[src/rtl/bubble_sort_pkg.sv]
`default_nettype none
// ============================================================================
// Module   : bubble_sort_pkg
// Purpose  : Shared select encodings and ALU op codes for the bubble-sort
//            datapath and its controller.
// Contents : m1/m2/m4 select codes, alu_op_t (ADD/SUB/PASS/CMP).
// Revision : 1.0 - initial release
// ============================================================================
package bubble_sort_pkg;

    // m1 : ALU in_1 source
    localparam logic [1:0] c_M1_I   = 2'b00;
    localparam logic [1:0] c_M1_J   = 2'b01;
    localparam logic [1:0] c_M1_K   = 2'b10;
    localparam logic [1:0] c_M1_A   = 2'b11;

    // m2 : ALU in_2 source
    localparam logic [1:0] c_M2_N1  = 2'b00;
    localparam logic [1:0] c_M2_ZERO = 2'b01;
    localparam logic [1:0] c_M2_ONE = 2'b10;
    localparam logic [1:0] c_M2_B   = 2'b11;

    // m4 : internal memory address source
    localparam logic [1:0] c_M4_I   = 2'b00;
    localparam logic [1:0] c_M4_J   = 2'b01;
    localparam logic [1:0] c_M4_K   = 2'b10;
    localparam logic [1:0] c_M4_N1  = 2'b11;

    typedef enum logic [1:0] {
        ALU_ADD  = 2'b00,
        ALU_SUB  = 2'b01,
        ALU_PASS = 2'b10,
        ALU_CMP  = 2'b11
    } alu_op_t;

endpackage : bubble_sort_pkg
`default_nettype wire

[src/rtl/bubble_sort_datapath_if.sv]
`default_nettype none
// ============================================================================
// Module   : bubble_sort_datapath_if
// Purpose  : Control/status bundle between the sort controller (master) and
//            the datapath (slave), including all debug taps.
// Ports    : none (signal bundle); modports master / slave.
// Revision : 1.0 - initial release
// ============================================================================
interface bubble_sort_datapath_if #(
    parameter int data_in_width = 16,
    parameter int N             = 16
);
    // external data / address
    logic [data_in_width-1:0] data_in;
    logic [N-1:0]             addr_ptr;
    // memory and eoc control
    logic                     RW_MEM;
    logic                     mem_en;
    logic                     clear_eoc;
    logic                     preset_eoc;
    // register loads
    logic                     ld_a, ld_b, ld_i, ld_j, ld_k, ld_n_1;
    // mux selects
    logic                     sel_m3, sel_m5, sel_m6, sel_m7, sel_m8;
    logic [1:0]               sel_m1, sel_m2, sel_m4;
    logic [1:0]               ALU_sel;
    // status
    logic                     eoc_out;
    logic                     in_1_eq_in_2, in_1_gt_in_2, in_1_lt_in_2;
    logic [data_in_width-1:0] data_out;
    // debug taps
    logic [N-1:0]             tout_n_1, tout_i, tout_j;
    logic [data_in_width-1:0] tout_a, tout_b, tout_k, ALU_out;
    logic [N-1:0]             mux2x1_out_m8;
    logic [data_in_width-1:0] mux2x1_out_m3, mux2x1_out_m5, mux2x1_out_m6, mux2x1_out_m7;
    logic [data_in_width-1:0] mux4x1_out_m1, mux4x1_out_m2, mux4x1_out_m4;

    modport master (
        output data_in, addr_ptr, RW_MEM, mem_en, clear_eoc, preset_eoc,
        output ld_a, ld_b, ld_i, ld_j, ld_k, ld_n_1,
        output sel_m3, sel_m5, sel_m6, sel_m7, sel_m8, sel_m1, sel_m2, sel_m4, ALU_sel,
        input  eoc_out, in_1_eq_in_2, in_1_gt_in_2, in_1_lt_in_2, data_out,
        input  tout_n_1, tout_i, tout_j, tout_a, tout_b, tout_k, ALU_out,
        input  mux2x1_out_m8, mux2x1_out_m3, mux2x1_out_m5, mux2x1_out_m6, mux2x1_out_m7,
        input  mux4x1_out_m1, mux4x1_out_m2, mux4x1_out_m4
    );

    modport slave (
        input  data_in, addr_ptr, RW_MEM, mem_en, clear_eoc, preset_eoc,
        input  ld_a, ld_b, ld_i, ld_j, ld_k, ld_n_1,
        input  sel_m3, sel_m5, sel_m6, sel_m7, sel_m8, sel_m1, sel_m2, sel_m4, ALU_sel,
        output eoc_out, in_1_eq_in_2, in_1_gt_in_2, in_1_lt_in_2, data_out,
        output tout_n_1, tout_i, tout_j, tout_a, tout_b, tout_k, ALU_out,
        output mux2x1_out_m8, mux2x1_out_m3, mux2x1_out_m5, mux2x1_out_m6, mux2x1_out_m7,
        output mux4x1_out_m1, mux4x1_out_m2, mux4x1_out_m4
    );
endinterface : bubble_sort_datapath_if
`default_nettype wire

[src/rtl/bubble_sort_alu.sv]
`default_nettype none
// ============================================================================
// Module   : bubble_sort_alu
// Purpose  : Shared add/sub/pass unit plus unsigned eq/gt/lt comparator.
// Ports    : in_1, in_2 (DW operands), alu_sel (op code)
//            alu_out (DW result, modulo 2^DW), eq/gt/lt (one-hot flags)
// Revision : 1.0 - initial release
// ============================================================================
module bubble_sort_alu
    import bubble_sort_pkg::*;
#(
    parameter int data_in_width = 16
) (
    input  wire logic [data_in_width-1:0] in_1,
    input  wire logic [data_in_width-1:0] in_2,
    input  wire logic [1:0]               alu_sel,
    output logic      [data_in_width-1:0] alu_out,
    output logic                          eq,
    output logic                          gt,
    output logic                          lt
);

    always_comb begin
        alu_out = '0;
        case (alu_op_t'(alu_sel))
            ALU_ADD:  alu_out = in_1 + in_2;
            ALU_SUB:  alu_out = in_1 - in_2;
            ALU_PASS: alu_out = in_2;
            ALU_CMP:  alu_out = '0;
            default:  alu_out = '0;
        endcase
    end

    // Flags are independent of the op code so the controller can branch
    // during any ALU operation.
    assign eq = (in_1 == in_2);
    assign gt = (in_1 >  in_2);
    assign lt = (in_1 <  in_2);

endmodule : bubble_sort_alu
`default_nettype wire

[src/rtl/bubble_sort_datapath.sv]
`default_nettype none
// ============================================================================
// Module   : bubble_sort_datapath
// Purpose  : Datapath of the top-down bubble-sort engine: data memory, a/b
//            data registers, i/j/k/n_1 index registers, shared ALU and the
//            mux network, steered by an external controller.
// Ports    : clk, rst (synchronous, active-high)
//            dp   - bubble_sort_datapath_if.slave (controls, flags, taps)
// Config   : DP_N1_FROM_INPUT_EN - when defined, ld_n_1 loads
//            data_in[N-1:0]-1; otherwise NUM_ELEM-1.
// Revision : 1.0 - initial release
// ============================================================================
module bubble_sort_datapath
    import bubble_sort_pkg::*;
#(
    parameter int data_in_width = 16,
    parameter int N             = 16,
    parameter int MEM_DEPTH     = 16,
    parameter int NUM_ELEM      = 8
) (
    input  wire logic                    clk,
    input  wire logic                    rst,
    bubble_sort_datapath_if.slave        dp
);

    localparam int c_AW = (MEM_DEPTH > 1) ? $clog2(MEM_DEPTH) : 1;

    logic [data_in_width-1:0] r_a, r_b, r_k;
    logic [N-1:0]             r_i, r_j, r_n_1;
    logic                     r_eoc;
    logic [data_in_width-1:0] r_mem [MEM_DEPTH];

    logic [data_in_width-1:0] w_m1, w_m2, w_m3, w_m5, w_m6, w_m7, w_alu_out, w_data_out;
    logic [N-1:0]             w_m4, w_m8, w_n_1_next;
    logic [c_AW-1:0]          w_addr;
    logic                     w_wr, w_rd;

    // ALU operand muxes; N-wide indices are resized to the data width.
    always_comb begin
        w_m1 = '0;
        case (dp.sel_m1)
            c_M1_I:  w_m1 = data_in_width'(r_i);
            c_M1_J:  w_m1 = data_in_width'(r_j);
            c_M1_K:  w_m1 = r_k;
            default: w_m1 = r_a;
        endcase
    end

    always_comb begin
        w_m2 = '0;
        case (dp.sel_m2)
            c_M2_N1:   w_m2 = data_in_width'(r_n_1);
            c_M2_ZERO: w_m2 = '0;
            c_M2_ONE:  w_m2 = data_in_width'(1);
            default:   w_m2 = r_b;
        endcase
    end

    always_comb begin
        w_m4 = '0;
        case (dp.sel_m4)
            c_M4_I:  w_m4 = r_i;
            c_M4_J:  w_m4 = r_j;
            c_M4_K:  w_m4 = N'(r_k);
            default: w_m4 = r_n_1;
        endcase
    end

    assign w_m8 = dp.sel_m8 ? dp.addr_ptr : w_m4;
    assign w_m3 = dp.sel_m3 ? r_b : r_a;
    assign w_m7 = dp.sel_m7 ? dp.data_in : w_m3;
    // Note the opposite polarity of m5 and m6 for the constant-zero leg.
    assign w_m5 = dp.sel_m5 ? '0 : w_alu_out;
    assign w_m6 = dp.sel_m6 ? w_alu_out : '0;

    // Upper address bits are dropped, so addresses wrap around the memory.
    assign w_addr = w_m8[c_AW-1:0];
    assign w_wr   = dp.mem_en &  dp.RW_MEM;
    assign w_rd   = dp.mem_en & ~dp.RW_MEM;

    assign w_data_out = w_rd ? r_mem[w_addr] : '0;

`ifdef DP_N1_FROM_INPUT_EN
    assign w_n_1_next = N'(dp.data_in) - N'(1);
`else
    assign w_n_1_next = N'(NUM_ELEM - 1);
`endif

    bubble_sort_alu #(
        .data_in_width (data_in_width)
    ) u_alu (
        .in_1    (w_m1),
        .in_2    (w_m2),
        .alu_sel (dp.ALU_sel),
        .alu_out (w_alu_out),
        .eq      (dp.in_1_eq_in_2),
        .gt      (dp.in_1_gt_in_2),
        .lt      (dp.in_1_lt_in_2)
    );

    always_ff @(posedge clk) begin
        if (rst) begin
            r_a   <= '0;
            r_b   <= '0;
            r_k   <= '0;
            r_i   <= '0;
            r_j   <= '0;
            r_n_1 <= '0;
            r_eoc <= 1'b0;
            for (int w = 0; w < MEM_DEPTH; w++) begin
                r_mem[w] <= '0;
            end
        end else begin
            if (dp.ld_a)   r_a   <= w_data_out;
            if (dp.ld_b)   r_b   <= w_data_out;
            if (dp.ld_k)   r_k   <= w_alu_out;
            if (dp.ld_i)   r_i   <= N'(w_m5);
            if (dp.ld_j)   r_j   <= N'(w_m6);
            if (dp.ld_n_1) r_n_1 <= w_n_1_next;
            if (dp.preset_eoc)     r_eoc <= 1'b1;
            else if (dp.clear_eoc) r_eoc <= 1'b0;
            if (w_wr) r_mem[w_addr] <= w_m7;
        end
    end

    assign dp.eoc_out       = r_eoc;
    assign dp.data_out      = w_data_out;
    assign dp.tout_n_1      = r_n_1;
    assign dp.tout_i        = r_i;
    assign dp.tout_j        = r_j;
    assign dp.tout_a        = r_a;
    assign dp.tout_b        = r_b;
    assign dp.tout_k        = r_k;
    assign dp.ALU_out       = w_alu_out;
    assign dp.mux2x1_out_m8 = w_m8;
    assign dp.mux2x1_out_m3 = w_m3;
    assign dp.mux2x1_out_m5 = w_m5;
    assign dp.mux2x1_out_m6 = w_m6;
    assign dp.mux2x1_out_m7 = w_m7;
    assign dp.mux4x1_out_m1 = w_m1;
    assign dp.mux4x1_out_m2 = w_m2;
    assign dp.mux4x1_out_m4 = data_in_width'(w_m4);

endmodule : bubble_sort_datapath
`default_nettype wire

[src/flat_wrapper.sv]
// flat-port wrapper written by rule: the top's interface ports become plain ports
module bubble_sort_datapath_flat import bubble_sort_pkg::*;
#(
    parameter int data_in_width = 16,
    parameter int N             = 16,
    parameter int MEM_DEPTH     = 16,
    parameter int NUM_ELEM      = 8
)
  (clk, rst, dp_data_in, dp_addr_ptr, dp_RW_MEM, dp_mem_en, dp_clear_eoc, dp_preset_eoc, dp_ld_a, dp_ld_b, dp_ld_i, dp_ld_j, dp_ld_k, dp_ld_n_1, dp_sel_m3, dp_sel_m5, dp_sel_m6, dp_sel_m7, dp_sel_m8, dp_sel_m1, dp_sel_m2, dp_sel_m4, dp_ALU_sel, dp_eoc_out, dp_in_1_eq_in_2, dp_in_1_gt_in_2, dp_in_1_lt_in_2, dp_data_out, dp_tout_n_1, dp_tout_i, dp_tout_j, dp_tout_a, dp_tout_b, dp_tout_k, dp_ALU_out, dp_mux2x1_out_m8, dp_mux2x1_out_m3, dp_mux2x1_out_m5, dp_mux2x1_out_m6, dp_mux2x1_out_m7, dp_mux4x1_out_m1, dp_mux4x1_out_m2, dp_mux4x1_out_m4);
  bubble_sort_datapath_if #(.data_in_width(data_in_width), .N(N)) dp_i ();
  input  wire logic clk;
  input  wire logic rst;
  input wire logic [$bits(dp_i.data_in)-1:0] dp_data_in;
  input wire logic [$bits(dp_i.addr_ptr)-1:0] dp_addr_ptr;
  input wire logic [$bits(dp_i.RW_MEM)-1:0] dp_RW_MEM;
  input wire logic [$bits(dp_i.mem_en)-1:0] dp_mem_en;
  input wire logic [$bits(dp_i.clear_eoc)-1:0] dp_clear_eoc;
  input wire logic [$bits(dp_i.preset_eoc)-1:0] dp_preset_eoc;
  input wire logic [$bits(dp_i.ld_a)-1:0] dp_ld_a;
  input wire logic [$bits(dp_i.ld_b)-1:0] dp_ld_b;
  input wire logic [$bits(dp_i.ld_i)-1:0] dp_ld_i;
  input wire logic [$bits(dp_i.ld_j)-1:0] dp_ld_j;
  input wire logic [$bits(dp_i.ld_k)-1:0] dp_ld_k;
  input wire logic [$bits(dp_i.ld_n_1)-1:0] dp_ld_n_1;
  input wire logic [$bits(dp_i.sel_m3)-1:0] dp_sel_m3;
  input wire logic [$bits(dp_i.sel_m5)-1:0] dp_sel_m5;
  input wire logic [$bits(dp_i.sel_m6)-1:0] dp_sel_m6;
  input wire logic [$bits(dp_i.sel_m7)-1:0] dp_sel_m7;
  input wire logic [$bits(dp_i.sel_m8)-1:0] dp_sel_m8;
  input wire logic [$bits(dp_i.sel_m1)-1:0] dp_sel_m1;
  input wire logic [$bits(dp_i.sel_m2)-1:0] dp_sel_m2;
  input wire logic [$bits(dp_i.sel_m4)-1:0] dp_sel_m4;
  input wire logic [$bits(dp_i.ALU_sel)-1:0] dp_ALU_sel;
  output wire logic [$bits(dp_i.eoc_out)-1:0] dp_eoc_out;
  output wire logic [$bits(dp_i.in_1_eq_in_2)-1:0] dp_in_1_eq_in_2;
  output wire logic [$bits(dp_i.in_1_gt_in_2)-1:0] dp_in_1_gt_in_2;
  output wire logic [$bits(dp_i.in_1_lt_in_2)-1:0] dp_in_1_lt_in_2;
  output wire logic [$bits(dp_i.data_out)-1:0] dp_data_out;
  output wire logic [$bits(dp_i.tout_n_1)-1:0] dp_tout_n_1;
  output wire logic [$bits(dp_i.tout_i)-1:0] dp_tout_i;
  output wire logic [$bits(dp_i.tout_j)-1:0] dp_tout_j;
  output wire logic [$bits(dp_i.tout_a)-1:0] dp_tout_a;
  output wire logic [$bits(dp_i.tout_b)-1:0] dp_tout_b;
  output wire logic [$bits(dp_i.tout_k)-1:0] dp_tout_k;
  output wire logic [$bits(dp_i.ALU_out)-1:0] dp_ALU_out;
  output wire logic [$bits(dp_i.mux2x1_out_m8)-1:0] dp_mux2x1_out_m8;
  output wire logic [$bits(dp_i.mux2x1_out_m3)-1:0] dp_mux2x1_out_m3;
  output wire logic [$bits(dp_i.mux2x1_out_m5)-1:0] dp_mux2x1_out_m5;
  output wire logic [$bits(dp_i.mux2x1_out_m6)-1:0] dp_mux2x1_out_m6;
  output wire logic [$bits(dp_i.mux2x1_out_m7)-1:0] dp_mux2x1_out_m7;
  output wire logic [$bits(dp_i.mux4x1_out_m1)-1:0] dp_mux4x1_out_m1;
  output wire logic [$bits(dp_i.mux4x1_out_m2)-1:0] dp_mux4x1_out_m2;
  output wire logic [$bits(dp_i.mux4x1_out_m4)-1:0] dp_mux4x1_out_m4;
  assign dp_i.data_in = dp_data_in;
  assign dp_i.addr_ptr = dp_addr_ptr;
  assign dp_i.RW_MEM = dp_RW_MEM;
  assign dp_i.mem_en = dp_mem_en;
  assign dp_i.clear_eoc = dp_clear_eoc;
  assign dp_i.preset_eoc = dp_preset_eoc;
  assign dp_i.ld_a = dp_ld_a;
  assign dp_i.ld_b = dp_ld_b;
  assign dp_i.ld_i = dp_ld_i;
  assign dp_i.ld_j = dp_ld_j;
  assign dp_i.ld_k = dp_ld_k;
  assign dp_i.ld_n_1 = dp_ld_n_1;
  assign dp_i.sel_m3 = dp_sel_m3;
  assign dp_i.sel_m5 = dp_sel_m5;
  assign dp_i.sel_m6 = dp_sel_m6;
  assign dp_i.sel_m7 = dp_sel_m7;
  assign dp_i.sel_m8 = dp_sel_m8;
  assign dp_i.sel_m1 = dp_sel_m1;
  assign dp_i.sel_m2 = dp_sel_m2;
  assign dp_i.sel_m4 = dp_sel_m4;
  assign dp_i.ALU_sel = dp_ALU_sel;
  assign dp_eoc_out = dp_i.eoc_out;
  assign dp_in_1_eq_in_2 = dp_i.in_1_eq_in_2;
  assign dp_in_1_gt_in_2 = dp_i.in_1_gt_in_2;
  assign dp_in_1_lt_in_2 = dp_i.in_1_lt_in_2;
  assign dp_data_out = dp_i.data_out;
  assign dp_tout_n_1 = dp_i.tout_n_1;
  assign dp_tout_i = dp_i.tout_i;
  assign dp_tout_j = dp_i.tout_j;
  assign dp_tout_a = dp_i.tout_a;
  assign dp_tout_b = dp_i.tout_b;
  assign dp_tout_k = dp_i.tout_k;
  assign dp_ALU_out = dp_i.ALU_out;
  assign dp_mux2x1_out_m8 = dp_i.mux2x1_out_m8;
  assign dp_mux2x1_out_m3 = dp_i.mux2x1_out_m3;
  assign dp_mux2x1_out_m5 = dp_i.mux2x1_out_m5;
  assign dp_mux2x1_out_m6 = dp_i.mux2x1_out_m6;
  assign dp_mux2x1_out_m7 = dp_i.mux2x1_out_m7;
  assign dp_mux4x1_out_m1 = dp_i.mux4x1_out_m1;
  assign dp_mux4x1_out_m2 = dp_i.mux4x1_out_m2;
  assign dp_mux4x1_out_m4 = dp_i.mux4x1_out_m4;
  bubble_sort_datapath #(.data_in_width(data_in_width), .N(N), .MEM_DEPTH(MEM_DEPTH), .NUM_ELEM(NUM_ELEM)) u_core (.clk(clk), .rst(rst), .dp(dp_i));
endmodule
[config.mk]
export PLATFORM = sky130hd
export DESIGN_NAME = bubble_sort_datapath_flat
export DESIGN_NICKNAME = d
export VERILOG_FILES = /design/src/rtl/bubble_sort_pkg.sv /design/src/rtl/bubble_sort_datapath_if.sv /design/src/rtl/bubble_sort_alu.sv /design/src/rtl/bubble_sort_datapath.sv /design/src/flat_wrapper.sv
export SDC_FILE = /design/constraint.sdc
export NUM_CORES = 1
export LEC_CHECK = 0
export CELL_PAD_IN_SITES_DETAIL_PLACEMENT = 1
export CELL_PAD_IN_SITES_GLOBAL_PLACEMENT = 2
export CORE_MARGIN = 2
export CORE_UTILIZATION = 31
export CTS_BUF_LIST = sky130_fd_sc_hd__clkbuf_8
export DETAILED_ROUTE_END_ITERATION = 10
export PLACE_DENSITY_LB_ADDON = 0.1
export REMOVE_ABC_BUFFERS = 1
export SYNTH_ARGS = -nofsm -noshare
export SYNTH_HDL_FRONTEND = slang
export SYNTH_SLANG_ARGS = --single-unit
[constraint.sdc]
create_clock -name clk -period 5.7 [get_ports clk]
set_input_delay 1.14 -clock clk [delete_from_list [all_inputs] [get_ports clk]]
set_output_delay 1.14 -clock clk [all_outputs]
set_load 0.01 [all_outputs]
==> flow_metrics.py, run 1 <==
metrics = {
    "floorplanning": {
        "ioPinCount": 317,
        "core_sq_um": 56600,
        "start_util": 0.3151,
        "rows": 87,
        "die_x_um": 243.9,
        "die_height_um": 243.9,
        "die_area_sq_um": 59470,
    },
    "detailed_routing": {
        "wl_um": 83540,
        "ant_nets": 0,
        "drt_iter0_drc": 1119,
        "drt-pass1-iter-count": 5,
        "routed-via-count": 16710,
        "vias_per_cell": 5.219,
        "drc": 0,
        "wire_per_inst_um": 26.10,
    },
    "clock_network": {
        "postCtsHoldBufs": 0,
        "cts.path.max_buffers": 3,
        "cts-root-buf": "clkbuf_8",
        "clkLatencyLatePin_ns": 0.70,
        "cts_sinks": 338,
        "cts_buffers": 61,
        "clk_pin_slew_worst_paths_ns": 0.06,
        "cts_tree": "done",
        "htree_levels": 2,
    },
    "setup_path": {
        "critPathSlowestCell": "mux4_2",
        "path_cells": "buf_6, buf_12, mux4_2, ha_4, buf_4, nor2b_2, o31a_1, o22a_1, a211o_1, buf_6, o22ai_4, mux2i_1, o211a_1, buf_6, nor2_1, buf_2",
        "slowest_delay_ns": 0.56,
        "worst-path-max-fanout": 5,
        "cpMostUsedCell": "buf_6",
        "ff2ff_setup_slack_ns": 2.06,
        "crit_type": "in2out",
        "reg2reg_depth": 13,
        "cp_data_arrival_time_ns": 4.48,
        "path_buf_inv": 6,
        "worstPathRequired_ns": 4.56,
        "cp-start-kind": "input port",
        "critPathTopFamily": "compound AO/OA/AOI/OAI gates",
        "worstReg2RegEnd": "u_core.dp.tout_k[14]$_SDFFE_PP0P_",
        "endpoint_kind": "output port",
        "r2r-start": "u_core.dp.tout_a[4]$_SDFFE_PP0P_",
    },
    "layout": {
        "final_common_cell": "nor2_1",
        "num-nets-final": 2484,
        "stdcell_area_sq_um": 25510,
        "final_cells": 3201,
        "final_cell_mix": "nor2_1 (372), buf_4 (310), nand2_1 (259)",
        "antenna_cells": 0,
        "drive_above_1_share": 0.2311,
        "final_util": 0.4507,
        "area_growth_pct": 43.03,
    },
    "min_path": {
        "min_from": "u_core.dp.eoc_out$_SDFFE_PP0P_",
        "hold_class": "reg2reg",
        "min_to": "u_core.dp.eoc_out$_SDFFE_PP0P_",
        "holdPathStages": 2,
    },
    "placement": {
        "portBuffers": 303,
        "gp_congestion": 0.9004,
        "place_hpwl_um": 62290,
        "placed_area_sq_um": 23720,
        "dp.cells": 3057,
    },
    "global_routing": {
        "grt_start_max_net_pins": 83,
        "antenna_found_initial": 2,
        "grt_pass1_vias": 17310,
        "track_usage": 0.2742,
        "grt_remaining_overflow": 0,
        "grt_pass1_wl_um": 119900,
    },
    "sta": {
        "finalCriticalPeriod_ns": 5.621,
        "max_freq_ghz": 0.1779,
        "max_slew_margin": 0.3317,
        "setup_viol": 0,
        "finalCritPeriodShare": 0.9861,
        "maxSlewViolCount": 0,
        "fin_skew_ns": 0.04728,
        "rsz0062_at_grt": "true",
        "fin_tns_setup_ns": 0,
        "finalHoldViolations": 0,
        "tightest_slew_ns": 1.000,
    },
    "power_and_ir_drop": {
        "power_density_nw_per_um2": 257.2,
        "p_leak_uw": 0.01039,
        "ir_drop_uv": 178.9,
        "finalPower_uw": 6562,
    },
    "yosys": {
        "synth_area_sq_um": 17840,
        "netlist_instances": 1831,
        "synth_top_area_cell": "edfxtp_1",
        "async_reset_ff_frac": 0,
        "ys_seq_area_frac": 0.5230,
        "ys.flop_type": "edfxtp_1",
        "synth_edf_count": 256,
        "yosysUniqueCellTypes": 70,
        "synth_top_area_frac": 0.4310,
        "synthTopCellsByArea": "edfxtp_1 (43%), dfxtp_1 (9.2%), nor2_1 (7.9%)",
        "ys_ff_latch": 338,
        "yosysWarnings": 0,
        "syn_area_per_cell_sq_um": 9.742,
    },
    "run": {
        "drv_cap": 0,
    },
    "outcome": {
        "status": "finished clean",
    },
}
-- cell usage after synthesis, drive strengths merged (14+ instances only) --
| cell type | number |
|---|---|
| edfxtp | 256 |
| o32ai | 46 |
| o21ai | 38 |
| inv | 79 |
| dfxtp | 82 |
| a21oi | 64 |
| mux2i | 57 |
| and2 | 14 |
| a221oi | 17 |
| clkbuf | 93 |
| nor2 | 374 |
| nand2b | 47 |
| nor2b | 14 |
| mux4 | 27 |
| ha | 32 |
| buf | 58 |
| nand3 | 95 |
| nand2 | 260 |
| mux2 | 30 |
| a211oi | 20 |
-- cells by family after synthesis --
logic type | synth area share
other | 0.0002102
multiplexers | 0.08572
XOR/XNOR | 0.004419
adder cells (fa/ha/maj) | 0.02469
AND/OR/NAND/NOR | 0.1983
AO/OA/AOI/OAI | 0.1084
buffers and inverters | 0.05520
flip-flops | 0.5230
-- metrics by stage --
stage	hold slack, ns	worst slack, ns
floorplan	0.5055	-0.7003
global placement	0.4788	-0.9260
detailed placement	0.4973	-0.8404
CTS	0.5119	-0.1153
global route	0.5288	-0.006055
finish	0.5104	0.07936
-- worst min-delay path, cell delays in order (launching register included) --
cell     delay [ns]
dfxtp_1        0.34
a21oi_1        0.07
nor2_1         0.07
-- how the worst max path moves through the flow --
stage          cells past startpoint  slack, ns                   end          from
3_5_place_dp                      12      -0.84  dp_mux2x1_out_m5[15]  dp_sel_m1[0]
4_1_cts                           15      -0.12        dp_data_out[8]  dp_sel_m4[0]
6_report                          16       0.08  dp_mux2x1_out_m6[14]  dp_sel_m1[0]
5_1_grt                           16     -0.006  dp_mux2x1_out_m5[10]  dp_sel_m1[0]
2_1_floorplan                      7      -0.70       dp_data_out[14]  dp_sel_m4[0]
3_3_place_gp                      15      -0.93        dp_ALU_out[15]  dp_sel_m1[0]
-- metal layers --
metal / up-vias / global-route usage / share of wire
met5: - / 0 / 0.00012
met4: 2 / 0.09505 / 0.034
met1: 8551 / 0.3625 / 0.44
li1: 7580 / - / -
met3: 114 / 0.04527 / 0.050
met2: 459 / 0.4540 / 0.48
-- power by group --
part | internal, uW | switching (uW) | total, uW | leakage [uW]
Combinational | 696 | 863 | 1560 | 0.00638
Sequential | 2740 | 60.3 | 2800 | 0.00332
Clock | 1110 | 1100 | 2210 | 0.000690
-- flip-flops by register name, summed over array words and instances, names as in the netlist --
register,count
u_core.dp.tout_k,16
u_core.dp.tout_a,16
u_core.dp.tout_b,16
u_core.r_mem,256
u_core.dp.eoc_out,1
u_core.dp.tout_j,16
u_core.dp.tout_i,16
u_core.dp.tout_n_1,1
-- timing repair --
action / CTS / global route
endpoints found under the setup margin: 55 / 33
buffers inserted: 22 / 4
resized for setup: 114 / 57
pin swaps: 29 / 25
gates cloned: 2 / 1
-- layout make-up --
cell class | count | area (sq um)
clock inverters | 50 | 255.2
well taps | 756 | 945.9
multi-input cells | 1274 | 7973
inverters | 80 | 302.8
clock buffers | 65 | 894.6
repair buffers | 638 | 5813
flip-flops and latches | 338 | 9329
fillers | 6381 | 31090
Note: power is estimated with default switching activity, not from simulation.
==> inputs of run 2 (changes only) <==
ABC_AREA = 1   (was unset)
CORE_MARGIN = unset   (was 2)
CORE_UTILIZATION = 29   (was 31)
SKIP_CTS_REPAIR_TIMING = 1   (was unset)
==> run 2 against run 1 <==
Compared with the run above:
- the run now ends with setup timing left
- worst setup slack got worse by 0.16 ns
- hold slack got worse by 0.016 ns
- sequential share of layout area is 0.73 points lower
- clock-buffer cell count grew 7
- design area rose by 2.0%
- critical path type unchanged
- maximum frequency decreased by 2.7%
==> flow_metrics.py, run 2 <==
metrics = {
    "yosys": {
        "yosysWarnings": 0,
        "synth_edf_count": 256,
        "synth-simple-area-share": 0.2585,
        "netlist_instances": 2449,
        "ys_seq_area_frac": 0.4918,
        "yosysUniqueCellTypes": 42,
        "synth_top_area_frac": 0.4052,
        "synthTopCellsByArea": "edfxtp_1 (41%), nand2_1 (13%), dfxtp_1 (8.7%)",
        "synth_common_cells": "nand2_1 (675), nor2_1 (361), inv_1 (306)",
        "synth.area.mux_share": 0.008310,
        "ys_ff_latch": 338,
        "synth_compound_area_frac": 0.1109,
        "synth_top_area_cell": "edfxtp_1",
        "synth.most_common_cell": "nand2_1",
        "synth_top_family_by_area": "simple AND/OR/NAND/NOR gates",
        "async_reset_ff_frac": 0,
        "synth_area_sq_um": 18970,
        "synthAdderAreaFrac": 0.02322,
        "syn_area_per_cell_sq_um": 7.746,
        "ys.flop_type": "edfxtp_1",
        "synth_xor_area_frac": 0.004155,
    },
    "floorplanning": {
        "rows": 93,
        "die_height_um": 257.8,
        "ioPinCount": 317,
        "start_util": 0.2938,
        "core_sq_um": 64580,
        "die_area_sq_um": 66440,
        "die_x_um": 257.8,
    },
    "detailed_routing": {
        "drt_iter0_drc": 1054,
        "drc": 0,
        "vias_per_cell": 4.832,
        "ant_nets": 0,
        "wire_per_inst_um": 23.13,
        "routed-via-count": 18630,
        "drt-pass1-iter-count": 5,
        "wl_um": 89200,
    },
    "layout": {
        "area_growth_pct": 37.24,
        "final_cells": 3856,
        "drive_above_1_share": 0.1537,
        "final_util": 0.4031,
        "largest_reg_flops": 256,
        "num-nets-final": 3036,
        "multi_input_area_sq_um": 7983,
        "regMostFlops": "u_core.r_mem",
        "final_common_cell": "nand2_1",
        "final_cell_mix": "nand2_1 (670), nor2_1 (355), inv_1 (329)",
        "seq_area_sq_um": 9329,
        "num-fill-cells": 7782,
    },
    "sta": {
        "maxSlewViolCount": 0,
        "max_freq_ghz": 0.1731,
        "finalHoldViolations": 0,
        "setup_viol": 5,
        "finalCritPeriodShare": 1.013,
        "finalCriticalPeriod_ns": 5.777,
        "rsz0062_at_grt": "true",
        "fin_skew_ns": 0.04398,
        "tightest_slew_ns": 1.032,
        "fin_tns_setup_ns": -0.2465,
        "max_slew_margin": 0.3103,
        "hold_ws_ns": 0.4940,
        "setup_ws_ns": -0.07683,
    },
    "setup_path": {
        "cp-start-kind": "input port",
        "worstPathRequired_ns": 4.56,
        "crit_type": "in2out",
        "endpoint_kind": "output port",
        "cp_data_arrival_time_ns": 4.64,
        "worst-path-max-fanout": 5,
    },
    "global_routing": {
        "antenna_found_initial": 3,
        "grt_pass1_vias": 18900,
        "track_usage": 0.2648,
        "grt_pass1_wl_um": 129200,
        "grt_remaining_overflow": 0,
        "grt_start_max_net_pins": 77,
    },
    "placement": {
        "portBuffers": 303,
        "dp.cells": 3726,
        "pre_cts_slack_ns": -0.6845,
        "gp_congestion": 0.9556,
        "place_hpwl_um": 67620,
    },
    "power_and_ir_drop": {
        "internal-power_uw": 4787,
        "power_density_nw_per_um2": 276.3,
        "ir_drop_uv": 184.3,
        "power_frac_seq": 0.396,
        "p_sw_frac": 0.3345,
        "power.share.clock": 0.345,
        "switching_power_uw": 2406,
        "p_leak_uw": 0.01204,
        "comb_power_share": 0.259,
    },
    "clock_network": {
        "htree_levels": 3,
        "cts.path.max_buffers": 3,
        "cts_tree": "done",
        "clkLatencyLatePin_ns": 0.67,
        "cts_sinks": 338,
        "cts-root-buf": "clkbuf_8",
        "clk_pin_slew_worst_paths_ns": 0.05,
        "cts_buffers": 68,
    },
    "outcome": {
        "status": "finished with violations",
        "violations": "setup timing",
    },
    "run": {
        "drv_cap": 0,
    },
    "min_path": {
        "hold_class": "reg2reg",
    },
}
## run 2: changes by cell type after synthesis, sizes merged, moves of 17 or more
| cell | change |
|---|---|
| nand2 | +433 |
| inv | +232 |
| o21ai | +209 |
| mux2i | -57 |
| nand2b | -47 |
| o32ai | -46 |
| a21oi | +45 |
| nand3b | +30 |
| mux4 | -27 |
| a211oi | -19 |
| clkbuf | -19 |
| a221oi | -17 |
| buf | +17 |
| nand3 | -17 |
## run 2: routing by layer
layer | wire length (um) | vias to the layer above | GRT usage | share of wire
li1 | - | 8849 | - | -
met1 | 38010 | 9151 | 0.3310 | 0.43
met2 | 43730 | 500 | 0.4591 | 0.49
met3 | 4350 | 132 | 0.04368 | 0.049
met4 | 3111 | 0 | 0.09303 | 0.035
met5 | 0 | - | 0 | 0
## run 2: area by class of cell
type	count	area share
timing repair buffer	562	0.1984
antenna	2	0.0001922
tap	855	0.04109
sequential	338	0.3583
clock buffer	72	0.03806
multi-input combinational	1661	0.3066
clock inverter	52	0.01206
inverter	314	0.04527
## run 2: kinds of logic after synthesis
family | after synthesis
multiplexers | 14
AO/OA/AOI/OAI | 397
flip-flops | 338
adder cells (fa/ha/maj) | 34
XOR/XNOR | 9
AND/OR/NAND/NOR | 1193
other | 1
buffers and inverters | 463
## run 2: worst paths after layout
path                                           end                          startpoint  slack (ns)  depth (start not counted)
hold / removal      u_core.dp.eoc_out$_SDFFE_PP0P_      u_core.dp.eoc_out$_SDFFE_PP0P_        0.49                          2
hold reg to reg     u_core.dp.eoc_out$_SDFFE_PP0P_      u_core.dp.eoc_out$_SDFFE_PP0P_        0.49                          2
setup / recovery              dp_mux2x1_out_m5[15]                        dp_sel_m1[1]       -0.08                         20
setup reg to reg  u_core.r_mem[9][7]$_SDFFCE_PN0P_  u_core.dp.tout_n_1[0]$_SDFFE_PP0P_        2.12                          8
## run 2: power by group through the flow
| stage | Clock (uW) | Combinational (uW) | Sequential, uW |
|---|---|---|---|
| after floorplan | 0 | 751 | 2870 |
| after global placement | 0 | 1830 | 2890 |
| after detailed placement | 0 | 1840 | 2900 |
| after CTS | 2540 | 1850 | 2850 |
| after global routing | 2640 | 2010 | 2860 |
| final | 2480 | 1870 | 2850 |
## run 2: worst max-delay path, stage by stage
cell and delay, ns:
clkbuf_2 0.13, buf_4 0.16, inv_1 0.16, buf_4 0.16, o2111ai_1 0.21, buf_4 0.22, o21ai_0 0.07, inv_1 0.10
ha_2 0.41, buf_4 0.18, nand2_1 0.09, nor3_2 0.22, nand3_1 0.13, nand2_1 0.10, a21oi_1 0.06, o21ai_1 0.15
buf_4 0.19, nand3_1 0.10, inv_1 0.09, clkdlybuf4s50_1 0.56
## run 2: through the flow
stage,cell area [sq um],power (uW)
after floorplan,18240,3626
after global placement,24530,4724
after detailed placement,24530,4742
after CTS,25830,7241
after global routing,26030,7510
final,26040,7193
